`src/rtl/mem_port_arbiter_if.sv`:
```
// rtl/mem_port_arbiter_if.sv - CPU fetch/data channels and shared memory bus bundle
interface mem_port_arbiter_if #(
  parameter int ADDR_W = 32,
  parameter int DATA_W = 32
);
  // instruction-fetch channel
  logic                inst_req_valid;
  logic [ADDR_W-1:0]   inst_addr;
  logic                inst_req_ack;
  logic [DATA_W-1:0]   inst_rdata;
  logic                inst_rdata_valid;
  logic                inst_rdata_ack;
  // data load/store channel
  logic                data_rd;
  logic                data_wr;
  logic [ADDR_W-1:0]   data_addr;
  logic [DATA_W-1:0]   data_wdata;
  logic [DATA_W/8-1:0] data_wstrb;
  logic                data_req_ack;
  logic [DATA_W-1:0]   data_rdata;
  logic                data_rdata_valid;
  logic                data_rdata_ack;
  // shared memory port
  logic                mem_req_valid;
  logic                mem_wen;
  logic [ADDR_W-1:0]   mem_addr;
  logic [DATA_W-1:0]   mem_wdata;
  logic [DATA_W/8-1:0] mem_wstrb;
  logic                mem_req_ack;
  logic [DATA_W-1:0]   mem_rdata;
  logic                mem_rdata_valid;
  logic                mem_rdata_ack;

  // arbiter side
  modport slave (
    input  inst_req_valid, inst_addr, inst_rdata_ack,
    output inst_req_ack, inst_rdata, inst_rdata_valid,
    input  data_rd, data_wr, data_addr, data_wdata, data_wstrb, data_rdata_ack,
    output data_req_ack, data_rdata, data_rdata_valid,
    output mem_req_valid, mem_wen, mem_addr, mem_wdata, mem_wstrb, mem_rdata_ack,
    input  mem_req_ack, mem_rdata, mem_rdata_valid
  );

  // CPU plus memory side
  modport master (
    output inst_req_valid, inst_addr, inst_rdata_ack,
    input  inst_req_ack, inst_rdata, inst_rdata_valid,
    output data_rd, data_wr, data_addr, data_wdata, data_wstrb, data_rdata_ack,
    input  data_req_ack, data_rdata, data_rdata_valid,
    input  mem_req_valid, mem_wen, mem_addr, mem_wdata, mem_wstrb, mem_rdata_ack,
    output mem_req_ack, mem_rdata, mem_rdata_valid
  );
endinterface

```
`src/rtl/mem_port_arbiter.sv`:
```
// rtl/mem_port_arbiter.sv - round-robin arbiter of CPU fetch and data channels onto one memory port
module mem_port_arbiter #(
  parameter int ADDR_W = 32,
  parameter int DATA_W = 32
) (
  input logic              clk,
  input logic              rst,
  mem_port_arbiter_if.slave bus
);
  localparam int STRB_W = DATA_W / 8;
  localparam logic INST = 1'b0;
  localparam logic DATA = 1'b1;

  typedef enum logic [1:0] {IDLE = 2'd0, REQ = 2'd1, RESP = 2'd2} state_t;

  state_t              state;
  state_t              state_nxt;
  logic                owner;
  logic                last;
  logic                wen_q;
  logic [ADDR_W-1:0]   addr_q;
  logic [DATA_W-1:0]   wdata_q;
  logic [STRB_W-1:0]   wstrb_q;

  logic inst_want;
  logic data_want;
  logic grant;
  logic grant_data;
  logic owner_rdata_ack;

  logic inst_req_ack;
  logic data_req_ack;
  logic inst_rdata_valid;
  logic data_rdata_valid;
  logic mem_req_valid;
  logic mem_rdata_ack;

  assign inst_want = bus.inst_req_valid;
  assign data_want = bus.data_rd | bus.data_wr;
  assign grant     = inst_want | data_want;
  // On a tie the side that did not win last time takes the port.
  assign grant_data = data_want & (~inst_want | (last == INST));
  assign owner_rdata_ack = (owner == DATA) ? bus.data_rdata_ack : bus.inst_rdata_ack;

  // State register; asynchronous clear abandons any in-flight transaction
  always_ff @(posedge clk or negedge rst) begin
    if (!rst) state <= IDLE;
    else      state <= state_nxt;
  end

  // Latch winner's request fields and ownership at the grant edge only
  always_ff @(posedge clk or negedge rst) begin
    if (!rst) begin
      owner   <= INST;
      last    <= DATA;
      wen_q   <= 1'b0;
      addr_q  <= '0;
      wdata_q <= '0;
      wstrb_q <= '0;
    end else if (state == IDLE && grant) begin
      owner <= grant_data;
      last  <= grant_data;
      if (grant_data) begin
        wen_q   <= bus.data_wr;
        addr_q  <= bus.data_addr;
        wdata_q <= bus.data_wdata;
        wstrb_q <= bus.data_wr ? bus.data_wstrb : '0;
      end else begin
        wen_q   <= 1'b0;
        addr_q  <= bus.inst_addr;
        wdata_q <= '0;
        wstrb_q <= '0;
      end
    end
  end

  // Next state: writes finish on request accept, reads after the response handshake
  always_comb begin
    state_nxt = state;
    case (state)
      IDLE:    if (grant) state_nxt = REQ;
      REQ:     if (bus.mem_req_ack) state_nxt = wen_q ? IDLE : RESP;
      RESP:    if (bus.mem_rdata_valid && owner_rdata_ack) state_nxt = IDLE;
      default: state_nxt = IDLE;
    endcase
  end

  // Handshake outputs routed only to/from the current owner
  always_comb begin
    mem_req_valid    = 1'b0;
    mem_rdata_ack    = 1'b0;
    inst_req_ack     = 1'b0;
    data_req_ack     = 1'b0;
    inst_rdata_valid = 1'b0;
    data_rdata_valid = 1'b0;
    case (state)
      REQ: begin
        mem_req_valid = 1'b1;
        inst_req_ack  = (owner == INST) & bus.mem_req_ack;
        data_req_ack  = (owner == DATA) & bus.mem_req_ack;
      end
      RESP: begin
        mem_rdata_ack    = owner_rdata_ack;
        inst_rdata_valid = (owner == INST) & bus.mem_rdata_valid;
        data_rdata_valid = (owner == DATA) & bus.mem_rdata_valid;
      end
      default: ;
    endcase
  end

  assign bus.mem_req_valid    = mem_req_valid;
  assign bus.mem_rdata_ack    = mem_rdata_ack;
  assign bus.inst_req_ack     = inst_req_ack;
  assign bus.data_req_ack     = data_req_ack;
  assign bus.inst_rdata_valid = inst_rdata_valid;
  assign bus.data_rdata_valid = data_rdata_valid;
  assign bus.inst_rdata       = bus.mem_rdata;
  assign bus.data_rdata       = bus.mem_rdata;
  assign bus.mem_wen          = wen_q;
  assign bus.mem_addr         = addr_q;
  assign bus.mem_wdata        = wdata_q;
  assign bus.mem_wstrb        = wstrb_q;
endmodule

```
`src/flat_wrapper.sv`:
```
// flat-port wrapper written by rule: the top's interface ports become plain ports
module mem_port_arbiter_flat 
#(
  parameter int ADDR_W = 32,
  parameter int DATA_W = 32
)
  (clk, rst, bus_inst_req_valid, bus_inst_addr, bus_inst_rdata_ack, bus_inst_req_ack, bus_inst_rdata, bus_inst_rdata_valid, bus_data_rd, bus_data_wr, bus_data_addr, bus_data_wdata, bus_data_wstrb, bus_data_rdata_ack, bus_data_req_ack, bus_data_rdata, bus_data_rdata_valid, bus_mem_req_valid, bus_mem_wen, bus_mem_addr, bus_mem_wdata, bus_mem_wstrb, bus_mem_rdata_ack, bus_mem_req_ack, bus_mem_rdata, bus_mem_rdata_valid);
  mem_port_arbiter_if #(.ADDR_W(ADDR_W), .DATA_W(DATA_W)) bus_i ();
  input logic clk;
  input logic rst;
  input wire logic [$bits(bus_i.inst_req_valid)-1:0] bus_inst_req_valid;
  input wire logic [$bits(bus_i.inst_addr)-1:0] bus_inst_addr;
  input wire logic [$bits(bus_i.inst_rdata_ack)-1:0] bus_inst_rdata_ack;
  output wire logic [$bits(bus_i.inst_req_ack)-1:0] bus_inst_req_ack;
  output wire logic [$bits(bus_i.inst_rdata)-1:0] bus_inst_rdata;
  output wire logic [$bits(bus_i.inst_rdata_valid)-1:0] bus_inst_rdata_valid;
  input wire logic [$bits(bus_i.data_rd)-1:0] bus_data_rd;
  input wire logic [$bits(bus_i.data_wr)-1:0] bus_data_wr;
  input wire logic [$bits(bus_i.data_addr)-1:0] bus_data_addr;
  input wire logic [$bits(bus_i.data_wdata)-1:0] bus_data_wdata;
  input wire logic [$bits(bus_i.data_wstrb)-1:0] bus_data_wstrb;
  input wire logic [$bits(bus_i.data_rdata_ack)-1:0] bus_data_rdata_ack;
  output wire logic [$bits(bus_i.data_req_ack)-1:0] bus_data_req_ack;
  output wire logic [$bits(bus_i.data_rdata)-1:0] bus_data_rdata;
  output wire logic [$bits(bus_i.data_rdata_valid)-1:0] bus_data_rdata_valid;
  output wire logic [$bits(bus_i.mem_req_valid)-1:0] bus_mem_req_valid;
  output wire logic [$bits(bus_i.mem_wen)-1:0] bus_mem_wen;
  output wire logic [$bits(bus_i.mem_addr)-1:0] bus_mem_addr;
  output wire logic [$bits(bus_i.mem_wdata)-1:0] bus_mem_wdata;
  output wire logic [$bits(bus_i.mem_wstrb)-1:0] bus_mem_wstrb;
  output wire logic [$bits(bus_i.mem_rdata_ack)-1:0] bus_mem_rdata_ack;
  input wire logic [$bits(bus_i.mem_req_ack)-1:0] bus_mem_req_ack;
  input wire logic [$bits(bus_i.mem_rdata)-1:0] bus_mem_rdata;
  input wire logic [$bits(bus_i.mem_rdata_valid)-1:0] bus_mem_rdata_valid;
  assign bus_i.inst_req_valid = bus_inst_req_valid;
  assign bus_i.inst_addr = bus_inst_addr;
  assign bus_i.inst_rdata_ack = bus_inst_rdata_ack;
  assign bus_inst_req_ack = bus_i.inst_req_ack;
  assign bus_inst_rdata = bus_i.inst_rdata;
  assign bus_inst_rdata_valid = bus_i.inst_rdata_valid;
  assign bus_i.data_rd = bus_data_rd;
  assign bus_i.data_wr = bus_data_wr;
  assign bus_i.data_addr = bus_data_addr;
  assign bus_i.data_wdata = bus_data_wdata;
  assign bus_i.data_wstrb = bus_data_wstrb;
  assign bus_i.data_rdata_ack = bus_data_rdata_ack;
  assign bus_data_req_ack = bus_i.data_req_ack;
  assign bus_data_rdata = bus_i.data_rdata;
  assign bus_data_rdata_valid = bus_i.data_rdata_valid;
  assign bus_mem_req_valid = bus_i.mem_req_valid;
  assign bus_mem_wen = bus_i.mem_wen;
  assign bus_mem_addr = bus_i.mem_addr;
  assign bus_mem_wdata = bus_i.mem_wdata;
  assign bus_mem_wstrb = bus_i.mem_wstrb;
  assign bus_mem_rdata_ack = bus_i.mem_rdata_ack;
  assign bus_i.mem_req_ack = bus_mem_req_ack;
  assign bus_i.mem_rdata = bus_mem_rdata;
  assign bus_i.mem_rdata_valid = bus_mem_rdata_valid;
  mem_port_arbiter #(.ADDR_W(ADDR_W), .DATA_W(DATA_W)) u_core (.clk(clk), .rst(rst), .bus(bus_i));
endmodule
```
`config.mk`:
```
export PLATFORM = sky130hd
export DESIGN_NAME = mem_port_arbiter_flat
export DESIGN_NICKNAME = d
export VERILOG_FILES = /design/src/rtl/mem_port_arbiter_if.sv /design/src/rtl/mem_port_arbiter.sv /design/src/flat_wrapper.sv
export SDC_FILE = /design/constraint.sdc
export NUM_CORES = 1
export LEC_CHECK = 0
export ABC_AREA = 1
export ABC_CLOCK_PERIOD_IN_PS = 4000
export CAP_MARGIN = 20
export CORE_MARGIN = 3
export CORE_UTILIZATION = 38
export DETAILED_ROUTE_END_ITERATION = 6
export GPL_TIMING_DRIVEN = 0
export PLACE_DENSITY_LB_ADDON = 0.05
export SETUP_SLACK_MARGIN = 0.5
export SLEW_MARGIN = 20
export SYNTH_ARGS = -nofsm -noshare
export SYNTH_HDL_FRONTEND = slang
export SYNTH_SLANG_ARGS = --single-unit
```
`constraint.sdc`:
```
create_clock -name clk -period 4 [get_ports clk]
set_input_delay 0.4 -clock clk [delete_from_list [all_inputs] [get_ports clk]]
set_output_delay 0.4 -clock clk [all_outputs]
set_load 0.01 [all_outputs]
```
======== Yosys cells after proc, flatten, opt, wreduce, memory -nomap -nowiden ========
Cells that the tools add are included.
storage, ports and cells
  register bits after elaboration ......... 73
  latch bits .............................. 0
  memory bits (writable) .................. 0
  ROM bits ................................ 0
  input port bits ......................... 141
  memories kept ........................... 0
cells by class
  add/sub/neg operators ................... 0
  multipliers ............................. 0
  div/mod/pow operators ................... 0
  magnitude comparators ................... 0
  equality and inequality tests ........... 5
  shifts and indexed selects .............. 0
  multiplexer cells ....................... 17
  bitwise gates (word level) .............. 11
  reduce and logical (&&, ||, !) cells .... 4
operators by type and width
  cell                number
  $mux 32             2
  $mux 1              8
  $mux 2              4
  $mux 4              2
  $pmux 2 s3          1
  $and 1x1->1         5
  $ne 2x1->1 const B  2
  $not 1->1           3
  $or 1x1->1          3
  $reduce_and 3->1    1
  $eq 2x1->1 const B  1
  $eq 2x2->1 const B  1
  $logic_and 1x1->1   2
  $logic_not 2->1     1
  $ne 2x2->1 const B  1

======== Longest topological paths before layout ========
  word-level depth ........................ 4
  mapped depth ............................ 7
  depth with buffers taken out ............ 6

======== Worst setup path before layout ========
Ideal clock, no wire load.
  path kind ............................... reg-to-output
  start ................................... register u_core.state[0]
  end ..................................... output bus_data_req_ack
  arrival ................................. 1.039 ns
  required time ........................... 3.600 ns
  path slack .............................. 2.561 ns
  stages on the path, launching flop included .. 5
  cells stage by stage .................... dfrtp_1 -> clkinv_1 -> nor2_1 -> inv_1 -> nor3_1
on the way
  longest elaborated chain between the ends .. 2
RTL lines
  what                    line                    text
  from (decl)             mem_port_arbiter.sv:16  state_t state;
  from (signal assigned)  mem_port_arbiter.sv:48  else state <= state_nxt;
  $eq 2x1->1              mem_port_arbiter.sv:96  case (state)
  $mux 1                  mem_port_arbiter.sv:96
  to (decl)               flat_wrapper.sv:23      output wire logic [$bits(bus_i.data_req_ack)-1:0] bus_data_req_ack;
Every way passes these cells.

======== Worst setup path in the final report ========
Same ends and word-level chain as after synthesis.

==> impl_metrics.tcl <==
set metrics [dict create \
    status "finished clean" \
    viasPerCell 4.60 \
    hold_class "in -> async" \
    die_width_um 108 \
    fin_cells 907 \
    synth-simple-area-share_pct 33.5 \
    diodes 0 \
    initial_utilization_pct 39.8 \
    synth_warnings 0 \
    ys_types 17 \
    clkPwrFrac_pct 14.8 \
    synthesis.nets 651 \
    wl_mm 12.6 \
    yosysTopAreaCell "dfrtp_1" \
    swShare_pct 38.4 \
    switchingPower_mw 1.50 \
    remaining_drc_errors 0 \
    boundaryPins 280 \
    netlist_area_um2 3960 \
    io_buffers 247 \
    dp.cells 891 \
    slew_viol_final 0 \
    p_comb_share_pct 52.8 \
    grtUsageTotal_pct 21.3 \
    max_freq_mhz 452 \
    fin_crit_ns 2.21 \
    holdWs_ns 0.00188 \
    rows 36 \
    crit_fanout 4 \
    antenna_found_initial 0 \
    utilization_pct 68.4 \
    setup_viol 0 \
    ys_seq_area_share_pct 46.2 \
    clock-sinks 73 \
    yosys.area_share.adder_pct 0 \
    area_growth_pct 72.1 \
    critPathKind "reg -> out" \
    die_area_um2 11700 \
    core_um2 9950 \
    fin_crit_sh_pct 55.3 \
    clock_path_buffers 2 \
    finalHoldViolCount 0 \
    worstSetupEndpointType "output pin" \
    synth_top_family_by_area "simple AND/OR/NAND/NOR gates" \
    grt_pass1_vias 4159 \
    vias 4175 \
    fin_nets 910 \
    drt-initial-drc-count 201 \
    cts-buffers-inserted 9 \
    powerDensity_nw_per_um2 574 \
    wire_per_inst_um 13.9 \
    vdd_ir_drop_max_mv 0.336 \
    pwr-share-seq_pct 32.4 \
    synth.top_cell.area_share_pct 45.5 \
    drv_cap 0 \
    ys_ff_latch 73 \
    clk_pin_slew_worst_paths_ns 0.08 \
    required_ns 3.60 \
    max_slew.worst_pin.slew_ns 0.497 \
    cts_resized 0 \
    cts.root.buffer_cell "clkbuf_8" \
    grt_max_degree 38 \
    intPower_mw 2.41 \
    skew_ns 0.00577 \
    fill_cells 843 \
    insertion_delay_ns 0.34 \
    grt_overflow_total 0 \
    p_leak_nw 3.37 \
    drive_gt1_share_pct 13.7 \
    grt_setup_unrepaired "no" \
    cp.arrival_ns 1.81 \
    postCtsSetupBuffers 0 \
    firstDrtPassIters 4 \
    gp_congestion 0.827 \
    dp_hpwl_mm 10.0 \
    h-tree-depth 3 \
    synth.avg_cell_area_um2 7.76 \
    grt_pass1_wl_mm 19.8 \
    synth_cells 510 \
    fp.dieH_um 108 \
    antenna_left 0 \
    slew_headroom_pct 66.8 \
    worstSetupStartpointType "flop" \
    synthMuxAreaShare_pct 0 \
    cts.hold.buffers_added 0 \
    synth_area_leaders "dfrtp_1 46%, nand2_1 17%, buf_4 12%" \
    synth_compound_area_share_pct 0.601 \
    synth_xor_area_share_pct 0 \
    cts_tree "yes" \
]
==> cell type report <==
type | count | area, um2 | share of cell area (%)
Multi-Input combinational cell | 300 | 1350 | 19.8
Clock inverter | 6 | 67.6 | 0.992
Clock buffer | 10 | 128 | 1.87
Tap cell | 133 | 166 | 2.44
Buffer | 90 | 603 | 8.86
Timing Repair Buffer | 248 | 2490 | 36.6
Sequential cell | 73 | 1830 | 26.8
Inverter | 47 | 176 | 2.59
==> critical path, stage by stage (launching register included) <==
cell             delay (ns)
dfrtp_1                0.38
clkinv_1               0.08
nor2_1                 0.22
inv_1                  0.08
nor3_1                 0.13
clkdlybuf4s50_1        0.57
==> stage by stage <==
stage / instance area (um2) / worst slack, ns / total power [mW] / setup TNS (ns)
finish: 6810 / 1.79 / 3.91 / 0
global route: 6810 / 1.59 / 4.22 / 0
detailed placement: 6610 / 1.90 / 3.36 / 0
CTS: 6810 / 1.75 / 3.95 / 0
floorplan: 3960 / 2.56 / 2.24 / 0
global placement: 6600 / -0.0306 / 3.31 / -1.96
==> layer usage <==
layer,up-vias,routed length (um),GRT usage [%],part of all wire (%)
met2,204,6300,37.1,50
li1,2035,-,-,-
met5,-,0,0,0
met4,0,220,5.14,1.8
met1,1920,4770,25.0,38
met3,16,1280,8.00,10
==> power groups by stage <==
stage	clock network (mW)	logic, mW	registers, mW
after floorplan	0	0.832	1.41
after global placement	0	2.04	1.26
after detailed placement	0	2.09	1.27
after CTS	0.592	2.10	1.26
after global routing	0.628	2.28	1.31
final	0.580	2.06	1.27
==> path summary, 6_finish.rpt <==
kind	from	endpoint	slack (ns)	depth (start not counted)
max	u_core.state[0]$_DFFE_PN0P_	bus_data_req_ack	1.79	5
min	rst	u_core.bus.mem_wdata[25]$_DFFE_PN0P_	0.002	1
max reg2reg	u_core.last$_DFFE_PN1P_	u_core.bus.mem_wdata[13]$_DFFE_PN0P_	2.38	6
min reg2reg	u_core.last$_DFFE_PN1P_	u_core.last$_DFFE_PN1P_	0.47	2
max in group asynchronous	rst	u_core.last$_DFFE_PN1P_	3.39	2
min in group clk	u_core.last$_DFFE_PN1P_	u_core.last$_DFFE_PN1P_	0.47	2
==> state kept, by name, indices dropped and copies added, names as in the netlist <==
name	flops
u_core.bus.mem_wen	1
u_core.owner	1
u_core.bus.mem_wdata	32
u_core.last	1
u_core.state	2
u_core.bus.mem_wstrb	4
u_core.bus.mem_addr	32
==> cells in the final DEF (no fill, tap or decap) <==
cell | Yosys | final
o21ai_0 | 2 | 2
nand3_1 | 70 | 70
a21oi_2 | 1 | 1
nor3_1 | 4 | 4
a21oi_1 | 1 | 1
clkinv_4 | 0 | 1
nor2_1 | 6 | 6
buf_4 | 64 | 65
buf_12 | 0 | 1
nand2_1 | 183 | 183
clkinvlp_4 | 0 | 2
clkbuf_1 | 6 | 7
clkinv_2 | 0 | 1
nand3b_1 | 32 | 32
inv_2 | 2 | 2
clkinv_1 | 2 | 2
clkdlybuf4s50_1 | 0 | 246
inv_1 | 43 | 43
clkbuf_8 | 0 | 9
dfrtp_1 | 72 | 72
nand2_2 | 1 | 1
inv_6 | 0 | 1
dfstp_2 | 1 | 1
buf_2 | 20 | 20
bufinv_16 | 0 | 1
==> cells by family after synthesis <==
logic type      after synthesis
simple gates                296
compound gates                4
buf+inv                     137
flops                        73
==> Yosys cell counts <==
cell type / instances
nand2_1: 183
inv_2: 2
inv_1: 43
a21oi_1: 1
clkbuf_1: 6
dfrtp_1: 72
nor2_1: 6
buf_4: 64
clkinv_1: 2
nand3b_1: 32
o21ai_0: 2
nand3_1: 70
a21oi_2: 1
nand2_2: 1
dfstp_2: 1
buf_2: 20
nor3_1: 4
(Power assumes the default switching activity.)
